===== src/rtl/bcd_digit_assembler_pkg.sv =====
// Shared FSM state encodings, error cause codes and sizing helpers
// for the two-digit BCD frame assembler.
package bcd_digit_assembler_pkg;

  localparam logic [1:0] ST_IDLE      = 2'd0;
  localparam logic [1:0] ST_HAVE_TENS = 2'd1;
  localparam logic [1:0] ST_DISCARD   = 2'd2;
  localparam logic [1:0] ST_EMIT      = 2'd3;

  localparam logic [1:0] ERR_DIGIT   = 2'd0;
  localparam logic [1:0] ERR_RANGE   = 2'd1;
  localparam logic [1:0] ERR_NO_LAST = 2'd2;
  localparam logic [1:0] ERR_TIMEOUT = 2'd3;

  // Wide enough to hold the limit itself once the count reaches it.
  function automatic int ctr_width(input int limit);
    return (limit < 1) ? 1 : $clog2(limit + 1);
  endfunction

  function automatic logic is_bcd(input logic [3:0] d);
    return d <= 4'd9;
  endfunction

endpackage


===== src/rtl/bcd_digit_assembler_timeout.sv =====
// Idle-cycle counter for the tens-to-units gap; expired is combinational so a
// handshake arriving in the expiry cycle can still take priority upstream.
module bcd_timeout_ctr
  import bcd_digit_assembler_pkg::*;
#(
  parameter int TIMEOUT_CYCLES = 255
) (
  input  logic clk_i,
  input  logic rst_i,
  input  logic clear,
  input  logic enable,
  output logic expired
);

  localparam int W = ctr_width(TIMEOUT_CYCLES);
  localparam logic [W-1:0] LIMIT = W'(TIMEOUT_CYCLES - 1);

  logic [W-1:0] cnt_q;

  // Expiry fires during the idle cycle that would bring the count to the limit.
  assign expired = enable && (cnt_q == LIMIT);

  always_ff @(posedge clk_i) begin
    if (rst_i || clear) begin
      cnt_q <= '0;
    end else if (enable && !expired) begin
      cnt_q <= cnt_q + 1'b1;
    end
  end

endmodule


===== src/rtl/bcd_digit_assembler.sv =====
// Assembles a 1- or 2-digit BCD frame into {tens bit, units nibble}, rejecting bad frames.
// Latency 1 cycle from last handshake to dat_valid_o; ready drops only in the emit cycle.
module bcd_digit_assembler
  import bcd_digit_assembler_pkg::*;
#(
  parameter int TIMEOUT_CYCLES = 255
) (
  input  logic       clk_i,
  input  logic       rst_i,
  input  logic       dig_valid_i,
  output logic       dig_ready_o,
  input  logic [3:0] dig_dat_i,
  input  logic       dig_last_i,
  output logic [4:0] dat_bcd_o,
  output logic       dat_valid_o,
  output logic       err_o,
  output logic [1:0] err_code_o
);

  logic [1:0] state_q, state_d;
  logic       tens_q, tens_d;
  logic [3:0] units_q, units_d;
  logic [4:0] dat_q;
  logic       dat_valid_q, err_q;
  logic [1:0] err_code_q, err_code_d;
  logic       emit_d, err_d;
  logic       hs, expired;

  assign dig_ready_o = !rst_i && (state_q != ST_EMIT);
  assign hs          = dig_valid_i && dig_ready_o;

  bcd_timeout_ctr #(.TIMEOUT_CYCLES(TIMEOUT_CYCLES)) u_timeout (
    .clk_i   (clk_i),
    .rst_i   (rst_i),
    .clear   (state_q != ST_HAVE_TENS),
    .enable  ((state_q == ST_HAVE_TENS) && !hs),
    .expired (expired)
  );

  always_comb begin
    state_d    = state_q;
    tens_d     = tens_q;
    units_d    = units_q;
    emit_d     = 1'b0;
    err_d      = 1'b0;
    err_code_d = err_code_q;
    case (state_q)
      ST_IDLE: begin
        if (hs) begin
          if (dig_last_i) begin
            if (is_bcd(dig_dat_i)) begin
              tens_d  = 1'b0;
              units_d = dig_dat_i;
              emit_d  = 1'b1;
              state_d = ST_EMIT;
            end else begin
              err_d      = 1'b1;
              err_code_d = ERR_DIGIT;
            end
          end else if (dig_dat_i <= 4'd1) begin
            tens_d  = dig_dat_i[0];
            state_d = ST_HAVE_TENS;
          end else begin
            // A tens digit of 2..9 already puts the value above 15.
            err_d      = 1'b1;
            err_code_d = is_bcd(dig_dat_i) ? ERR_RANGE : ERR_DIGIT;
            state_d    = ST_DISCARD;
          end
        end
      end
      ST_HAVE_TENS: begin
        if (hs) begin
          if (!dig_last_i) begin
            err_d      = 1'b1;
            err_code_d = ERR_NO_LAST;
            tens_d     = 1'b0;
            state_d    = ST_DISCARD;
          end else if (!is_bcd(dig_dat_i)) begin
            err_d      = 1'b1;
            err_code_d = ERR_DIGIT;
            tens_d     = 1'b0;
            state_d    = ST_IDLE;
          end else if (tens_q && (dig_dat_i > 4'd5)) begin
            err_d      = 1'b1;
            err_code_d = ERR_RANGE;
            tens_d     = 1'b0;
            state_d    = ST_IDLE;
          end else begin
            units_d = dig_dat_i;
            emit_d  = 1'b1;
            state_d = ST_EMIT;
          end
        end else if (expired) begin
          err_d      = 1'b1;
          err_code_d = ERR_TIMEOUT;
          tens_d     = 1'b0;
          state_d    = ST_IDLE;
        end
      end
      ST_DISCARD: begin
        if (hs && dig_last_i) begin
          state_d = ST_IDLE;
        end
      end
      default: begin
        state_d = ST_IDLE;
      end
    endcase
  end

  always_ff @(posedge clk_i) begin
    if (rst_i) begin
      state_q     <= ST_IDLE;
      tens_q      <= 1'b0;
      units_q     <= 4'd0;
      dat_q       <= 5'd0;
      dat_valid_q <= 1'b0;
      err_q       <= 1'b0;
      err_code_q  <= 2'd0;
    end else begin
      state_q     <= state_d;
      tens_q      <= tens_d;
      units_q     <= units_d;
      dat_valid_q <= emit_d;
      err_q       <= err_d;
      err_code_q  <= err_code_d;
      if (emit_d) begin
        dat_q <= {tens_d, units_d};
      end
    end
  end

  assign dat_bcd_o   = dat_q;
  assign dat_valid_o = dat_valid_q;
  assign err_o       = err_q;
  assign err_code_o  = err_code_q;

endmodule


===== config.mk =====
export PLATFORM = sky130hd
export DESIGN_NAME = bcd_digit_assembler
export DESIGN_NICKNAME = d
export VERILOG_FILES = /design/src/rtl/bcd_digit_assembler_pkg.sv /design/src/rtl/bcd_digit_assembler_timeout.sv /design/src/rtl/bcd_digit_assembler.sv
export SDC_FILE = /design/constraint.sdc
export NUM_CORES = 1
export LEC_CHECK = 0
export ABC_CLOCK_PERIOD_IN_PS = 2090
export BUFFER_PORTS_ARGS = -buffer_cell sky130_fd_sc_hd__clkbuf_2
export CAP_MARGIN = 20
export CORE_MARGIN = 4
export CORE_UTILIZATION = 55
export CTS_CLUSTER_DIAMETER = 200
export DETAILED_ROUTE_END_ITERATION = 10
export PLACE_DENSITY = 0.86
export SLEW_MARGIN = 10
export SYNTH_ARGS = -nofsm -noshare
export SYNTH_HDL_FRONTEND = slang
export SYNTH_SLANG_ARGS = --single-unit

===== constraint.sdc =====
create_clock -name clk_i -period 2.09 [get_ports clk_i]
set_input_delay 0.1045 -clock clk_i [delete_from_list [all_inputs] [get_ports clk_i]]
set_output_delay 0.1045 -clock clk_i [all_outputs]
set_load 0.1 [all_outputs]

==> results of run 1 <==
[final timing paths]
check,start,end,slack [ns],cells after the start
hold / removal,rst_i,err_code_o[1]$_SDFFE_PP0P_,0.04,2
setup reg to reg,u_timeout.cnt_q[0]$_SDFFE_PP0P_,state_q[1]$_SDFFE_PP0P_,0.14,7
hold reg to reg,err_code_o[1]$_SDFFE_PP0P_,err_code_o[1]$_SDFFE_PP0P_,0.47,2
setup / recovery,u_timeout.cnt_q[0]$_SDFFE_PP0P_,state_q[1]$_SDFFE_PP0P_,0.14,7
[state kept, by name, indices dropped and copies added, names as in the netlist]
name / count
dat_valid_o: 1
err_o: 1
tens_q: 1
dat_bcd_o: 5
state_q: 2
units_q: 1
err_code_o: 2
u_timeout.cnt_q: 8
[per-layer routing]
metal / wire, µm / vias to the layer above / global-route usage [%]
met5: 0 / - / 0
met4: 57 / 0 / 8.47
met3: 201 / 6 / 2.99
met2: 1320 / 45 / 31.4
met1: 1340 / 548 / 26.0
li1: - / 596 / -
[cell type report]
| type | count | area (µm²) | share of cell area, % |
|---|---|---|---|
| tap | 28 | 35.0 | 2.46 |
| sequential | 21 | 420 | 29.5 |
| inverter | 7 | 26.3 | 1.85 |
| clock inverter | 1 | 5.00 | 0.351 |
| multi-input combinational | 116 | 792 | 55.6 |
| timing repair buffer | 22 | 123 | 8.61 |
| clock buffer | 3 | 22.5 | 1.58 |
[power groups by stage]
stage          Combinational (W)  Sequential (W)  Clock, W
2_1_floorplan           0.000152        0.000486         0
3_3_place_gp            0.000242        0.000440         0
3_5_place_dp            0.000247        0.000441         0
4_1_cts                 0.000247        0.000432  0.000200
5_1_grt                 0.000269        0.000435  0.000220
6_report                0.000250        0.000433  0.000200
[cells in the final DEF, fill, tap and decap left out, drive strengths merged, types with 2 or more instances in the layout]
master	count
xnor2	4
nand4	4
nor2	15
clkbuf	20
xor2	3
a32oi	2
nand3	2
a211oi	4
inv	7
and4	3
nor2b	5
ha	2
or3	4
a211o	3
buf	5
nand2	8
o21ai	7
dfxtp	21
nand2b	7
and3	4
a21oi	12
nor3	6
[metrics by stage]
step	hold slack (ns)	cells
after floorplan	0.272	155
after global placement	0.360	194
after detailed placement	0.376	194
after CTS	0.0395	198
after global routing	0.0532	198
final	0.0359	198
[cell usage after synthesis (3+ instances only)]
library cell   n  area, µm²
a211o_1        3       26.3
a21oi_1       12       60.1
and3_1         4       25.0
buf_2          4       20.0
clkbuf_1       4       15.0
dfxtp_1       21        420
inv_1          6       22.5
nand2_1        8       30.0
nand2b_1       7       43.8
nand4_1        3       18.8
nor2_1        15       56.3
nor2b_1        5       31.3
nor3_1         6       30.0
o21ai_1        3       15.0
or3_1          3       18.8
xnor2_1        4       35.0
xor2_1         3       26.3
[logic make-up (layout without fill, tap and decap cells)]
group / Yosys count / count (layout) / synth area share [%]
fa+ha+maj: 2 / 2 / 1.92
compound gates: 41 / 41 / 24.1
xor+xnor: 7 / 7 / 4.72
mux: 1 / 1 / 0.770
flops: 21 / 21 / 32.3
simple gates: 65 / 65 / 29.2
buf+inv: 18 / 33 / 7.03
==> flow_metrics.env, run 1 <==
export IMPL_cap_viol_max_count=0
export IMPL_ys_warn_count=0
export IMPL_critical_path_top_delay_family="compound AO/OA/AOI/OAI gates"
export IMPL_ios=18
export IMPL_finalInstanceArea_mm2=0.00142
export IMPL_postPlaceCellArea_mm2=0.00140
export IMPL_die_w_um=56.6
export IMPL_power_frac_comb_pct=28.3
export IMPL_postSynthCellCount=155
export IMPL_post_place_ws_ns=0.210
export IMPL_place_congestion=0.951
export IMPL_required_ns=2.32
export IMPL_start_kind="flop"
export IMPL_fmax_mhz=512
export IMPL_endpoint_kind="flop"
export IMPL_cts_resized=0
export IMPL_slew_headroom_pct=63.5
export IMPL_cp_buffers_inverters=1
export IMPL_final_util_pct=63.8
export IMPL_core_area_mm2=0.00223
export IMPL_start_util_pct=58.2
export IMPL_setup_viol=0
export IMPL_vias=1195
export IMPL_hold_violations=0
export IMPL_postRouteAntennaNets=0
export IMPL_clock_path_buffers=2
export IMPL_holdCritPathClass="in2reg"
export IMPL_seq_power_share_pct=49.0
export IMPL_grt_max_degree=18
export IMPL_synth_nets=165
export IMPL_viasPerCell=6.04
export IMPL_worstSkewPairLatency_ns=0.31
export IMPL_seq_area_frac_synth_pct=32.3
export IMPL_clock_sinks=21
export IMPL_wl_mm=2.92
export IMPL_post_cts_setup_buffer_count=0
export IMPL_setup_ws_ns=0.138
export IMPL_synthArstFlopShare_pct=0
export IMPL_num_rows=17
export IMPL_critical_path_class="reg2reg"
export IMPL_synthFlopType="dfxtp_1"
export IMPL_peakVddDrop_mv=0.435
export IMPL_rsz0062_at_grt="false"
export IMPL_worst_pin_slew_ns=0.550
export IMPL_p_leak_nw=0.554
export IMPL_layout_drive_gt1_share_pct=22.4
export IMPL_final_nets=181
export IMPL_ys_ff_latch=21
export IMPL_p_int_w=0.000567
export IMPL_fin_skew_ns=0.00707
export IMPL_antennaDiodeCount=0
export IMPL_fill_cells=200
export IMPL_cp_slowest_cell="a211oi_2"
export IMPL_swShare_pct=35.8
export IMPL_p_sw_w=0.000316
export IMPL_finalCritPeriodShare_pct=93.4
export IMPL_crit_fanout=7
export IMPL_drt_iter0_drc=63
export IMPL_status="finished clean"
export IMPL_fin_setup_tns_ns=0
export IMPL_p_per_area_mw_per_mm2=620
export IMPL_postSynthAreaPerCell_um2=8.39
export IMPL_wl_per_cell_um=14.7
export IMPL_critical_path_arrival_ns=2.19
export IMPL_max_stage_delay_ns=0.49
export IMPL_synth_edff_count=0
export IMPL_grt_pass1_wl_mm=5.10
export IMPL_period_needed_ns=1.95
export IMPL_ys_types=53
export IMPL_finalMaxSlewViolations=0
export IMPL_dieHeight_um=56.6
export IMPL_die_area_mm2=0.00321
export IMPL_power_w=0.000883
export IMPL_grt_ovfl_total=0
export IMPL_cts_htree_levels=1
export IMPL_hold_buffers=0
export IMPL_cts_buffers=3
export IMPL_crit_chain="inv_1 > ha_1 > and3_1 > a211oi_2 > a311o_2 > a211oi_1 > nor3_1"
export IMPL_area_growth_pct=9.53
export IMPL_gr_usage_all_layers_pct=19.6
export IMPL_grt_pass1_vias=1105
export IMPL_hpwlAfterDp_mm=2.21
export IMPL_cts_tree="done"
export IMPL_clkPwrFrac_pct=22.7
export IMPL_drcViolationCount=0
export IMPL_portBuffers=17
export IMPL_syn_cell_area_mm2=0.00130
export IMPL_clockRootBuffer="clkbuf_4"
export IMPL_first_pass_iters=4
export IMPL_antenna_found_initial=0
export IMPL_clk_pin_slew_ns=0.12
Note: power is estimated with default switching activity, not from simulation.
==> run 2, diff against run 1 <==
ABC_AREA = 1   (was not set)
PLACE_DENSITY = 0.85   (was 0.86)
==> run 2 against run 1 <==
Net effect: global-route usage decreased by 1.8 points; hold slack improved by 0.020 ns; via count increased by 10%; setup slack gained 0.29 ns; power up 57%; final cell count is 31% higher; fmax up 17%; flip-flop and latch count is 2 higher; final area grew 9.3%; combinational power grew to 2.5 times the previous value; synthesized cell count is 36% higher; largest cell class unchanged.
==> flow_metrics.env, run 2 <==
export IMPL_dp_cells=256
export IMPL_status="finished clean"
export IMPL_seq_power_share_pct=39.6
export IMPL_antennaDiodeCount=0
export IMPL_synth_nets=221
export IMPL_holdCritPathClass="in2reg"
export IMPL_required_ns=1.99
export IMPL_p_sw_w=0.000677
export IMPL_fill_cells=238
export IMPL_ys_types=29
export IMPL_synth_top_family_by_area="simple AND/OR/NAND/NOR gates"
export IMPL_place_congestion=0.954
export IMPL_cp_startpoint="state_q[1]$_SDFFE_PP0P_"
export IMPL_ys_ff_latch=23
export IMPL_die_w_um=59.0
export IMPL_largest_register_ffs=8
export IMPL_syn_cell_area_mm2=0.00143
export IMPL_synth_top_area_share_pct=32.2
export IMPL_final_cells=260
export IMPL_yosys_area_share_adder_pct=1.75
export IMPL_mostFrequentLayoutCells="nand2_1 (58), inv_1 (28), dfxtp_1 (23)"
export IMPL_post_synth_top_count_cell="nand2_1"
export IMPL_fin_hold_ws_ns=0.0558
export IMPL_p_leak_nw=0.734
export IMPL_postSynthAreaPerCell_um2=6.77
export IMPL_post_cts_setup_buffer_count=0
export IMPL_cap_viol_max_count=0
export IMPL_cts_htree_levels=1
export IMPL_final_nets=241
export IMPL_vias=1317
export IMPL_final_util_pct=62.8
export IMPL_fin_setup_tns_ns=0
export IMPL_critical_path_arrival_ns=1.56
export IMPL_grt_max_degree=14
export IMPL_synth_edff_count=0
export IMPL_start_util_pct=57.7
export IMPL_power_w=0.00139
export IMPL_portBuffers=17
export IMPL_worstReg2RegStart="state_q[1]$_SDFFE_PP0P_"
export IMPL_fmax_mhz=602
export IMPL_hpwlAfterDp_mm=2.29
export IMPL_finalCritPeriodShare_pct=79.5
export IMPL_core_area_mm2=0.00248
export IMPL_synth_top_cells_by_count="nand2_1 (58), inv_1 (28), dfxtp_1 (23)"
export IMPL_setup_viol=0
export IMPL_gr_usage_all_layers_pct=17.8
export IMPL_drt_iter0_drc=48
export IMPL_rsz0062_at_grt="false"
export IMPL_wl_mm=2.85
export IMPL_yosys_area_share_simple_pct=42.2
export IMPL_clock_path_buffers=2
export IMPL_die_area_mm2=0.00348
export IMPL_clockRootBuffer="clkbuf_4"
export IMPL_swShare_pct=48.7
export IMPL_p_per_area_mw_per_mm2=892
export IMPL_crit_fanout=8
export IMPL_postRouteAntennaNets=0
export IMPL_slew_headroom_pct=63.9
export IMPL_ios=18
export IMPL_worst_pin_slew_ns=0.543
export IMPL_hold_violations=0
export IMPL_postSynthCellCount=211
export IMPL_grt_pass1_wl_mm=4.83
export IMPL_grt_ovfl_total=0
export IMPL_area_growth_pct=8.93
export IMPL_fin_skew_ns=0.00528
export IMPL_synth_mux_area_share_pct=0
export IMPL_drcViolationCount=0
export IMPL_finalMaxSlewViolations=0
export IMPL_layout_drive_gt1_share_pct=21.3
export IMPL_critical_path_class="reg2out"
export IMPL_hold_buffers=0
export IMPL_dieHeight_um=59.0
export IMPL_final_common_cell="nand2_1"
export IMPL_period_needed_ns=1.66
export IMPL_worstSkewPairLatency_ns=0.32
export IMPL_synth_compound_area_share_pct=12.0
export IMPL_synthFlopType="dfxtp_1"
export IMPL_p_int_w=0.000712
export IMPL_antenna_found_initial=0
export IMPL_cts_tree="done"
export IMPL_synthXorXnorAreaFrac_pct=0.613
export IMPL_clock_sinks=23
export IMPL_start_kind="flop"
export IMPL_grt_pass1_vias=1140
export IMPL_first_pass_iters=4
export IMPL_ys_warn_count=0
export IMPL_seq_area_frac_synth_pct=32.2
export IMPL_num_rows=18
export IMPL_cts_buffers=3
export IMPL_cts_resized=0
export IMPL_worstHoldStart="dig_dat_i[2]"
export IMPL_endpoint_kind="output port"
export IMPL_synthArstFlopShare_pct=0
export IMPL_regMostFlops="u_timeout.cnt_q"
export IMPL_viasPerCell=5.07
export IMPL_power_frac_comb_pct=45.4
export IMPL_wl_per_cell_um=11.0
export IMPL_clk_pin_slew_ns=0.13
export IMPL_post_synth_top_area_cell="dfxtp_1"
export IMPL_synth_area_leaders="dfxtp_1 (32%), nand2_1 (15%), inv_1 (7.4%), nand3_1 (6.0%), nor2_1 (5.3%)"
export IMPL_peakVddDrop_mv=0.870
export IMPL_clkPwrFrac_pct=15.0
## run 2: changes by cell type in the layout (fill, tap and decap cells not counted), moves of 4 or more
cell      change
nand3_1      +16
and3_1        -4
nor2_4        +4
inv_2         +4
nand2_1      +50
nor2b_1       -5
inv_1        +22
nand2b_1      -7
o21ai_0       +8
buf_4         -5
xnor2_1       -4
nor2_1        +5
nor2_2        +4
## run 2: final timing paths
| path | cells after the start | slack (ns) | end |
|---|---|---|---|
| max | 4 | 0.43 | dig_ready_o |
| min reg2reg | 2 | 0.47 | u_timeout.cnt_q[5]$_SDFFE_PP0P_ |
| max reg2reg | 9 | 0.47 | dat_bcd_o[4]$_SDFFE_PP0P_ |
| min | 3 | 0.06 | dat_bcd_o[2]$_SDFFE_PP0P_ |
## run 2: stage by stage
step                      area [µm²]  worst slack [ns]
after floorplan                 1430             0.784
after global placement          1530             0.536
after detailed placement        1530             0.525
after CTS                       1560             0.426
after global routing            1560             0.348
final                           1560             0.428
## run 2: power by group through the flow
stage	registers (W)	logic (W)	clock network, W
6_report	0.000550	0.000630	0.000208
5_1_grt	0.000558	0.000688	0.000233
4_1_cts	0.000549	0.000631	0.000214
3_5_place_dp	0.000558	0.000629	0
3_3_place_gp	0.000557	0.000627	0
2_1_floorplan	0.000707	0.000388	0
## run 2: area by class of cell
class                      instances  area [µm²]  area share [%]
timing repair buffer              17        85.1            5.47
multi-input combinational        151         808            51.9
inverter                          35         138            8.84
clock buffer                       3        22.5            1.45
sequential                        23         460            29.6
tap                               30        37.5            2.41
clock inverter                     1        5.00           0.322
## run 2: routing by layer
metal  wire [µm]  global-route usage [%]  vias to the layer above
li1            -                       -                      709
met1        1300                    22.7                      576
met2        1390                    30.4                       28
met3         127                    4.58                        4
met4          29                    3.56                        0
met5           0                       0                        -
## run 2: cells by family (layout without fill, tap and decap cells)
family / after synthesis / after routing
AOI/OAI and AO/OA: 30 / 30
xor gates and xnor gates: 1 / 1
adders and majority gates: 2 / 2
buffers and inverters: 37 / 56
DFF: 23 / 23
and+or+nand+nor: 118 / 118
## run 2: critical path, stage by stage (launching register included)
cell and delay (ns):
dfxtp_1 0.64, nand2_4 0.11, nand2_1 0.08, inv_1 0.05, clkbuf_2 0.36
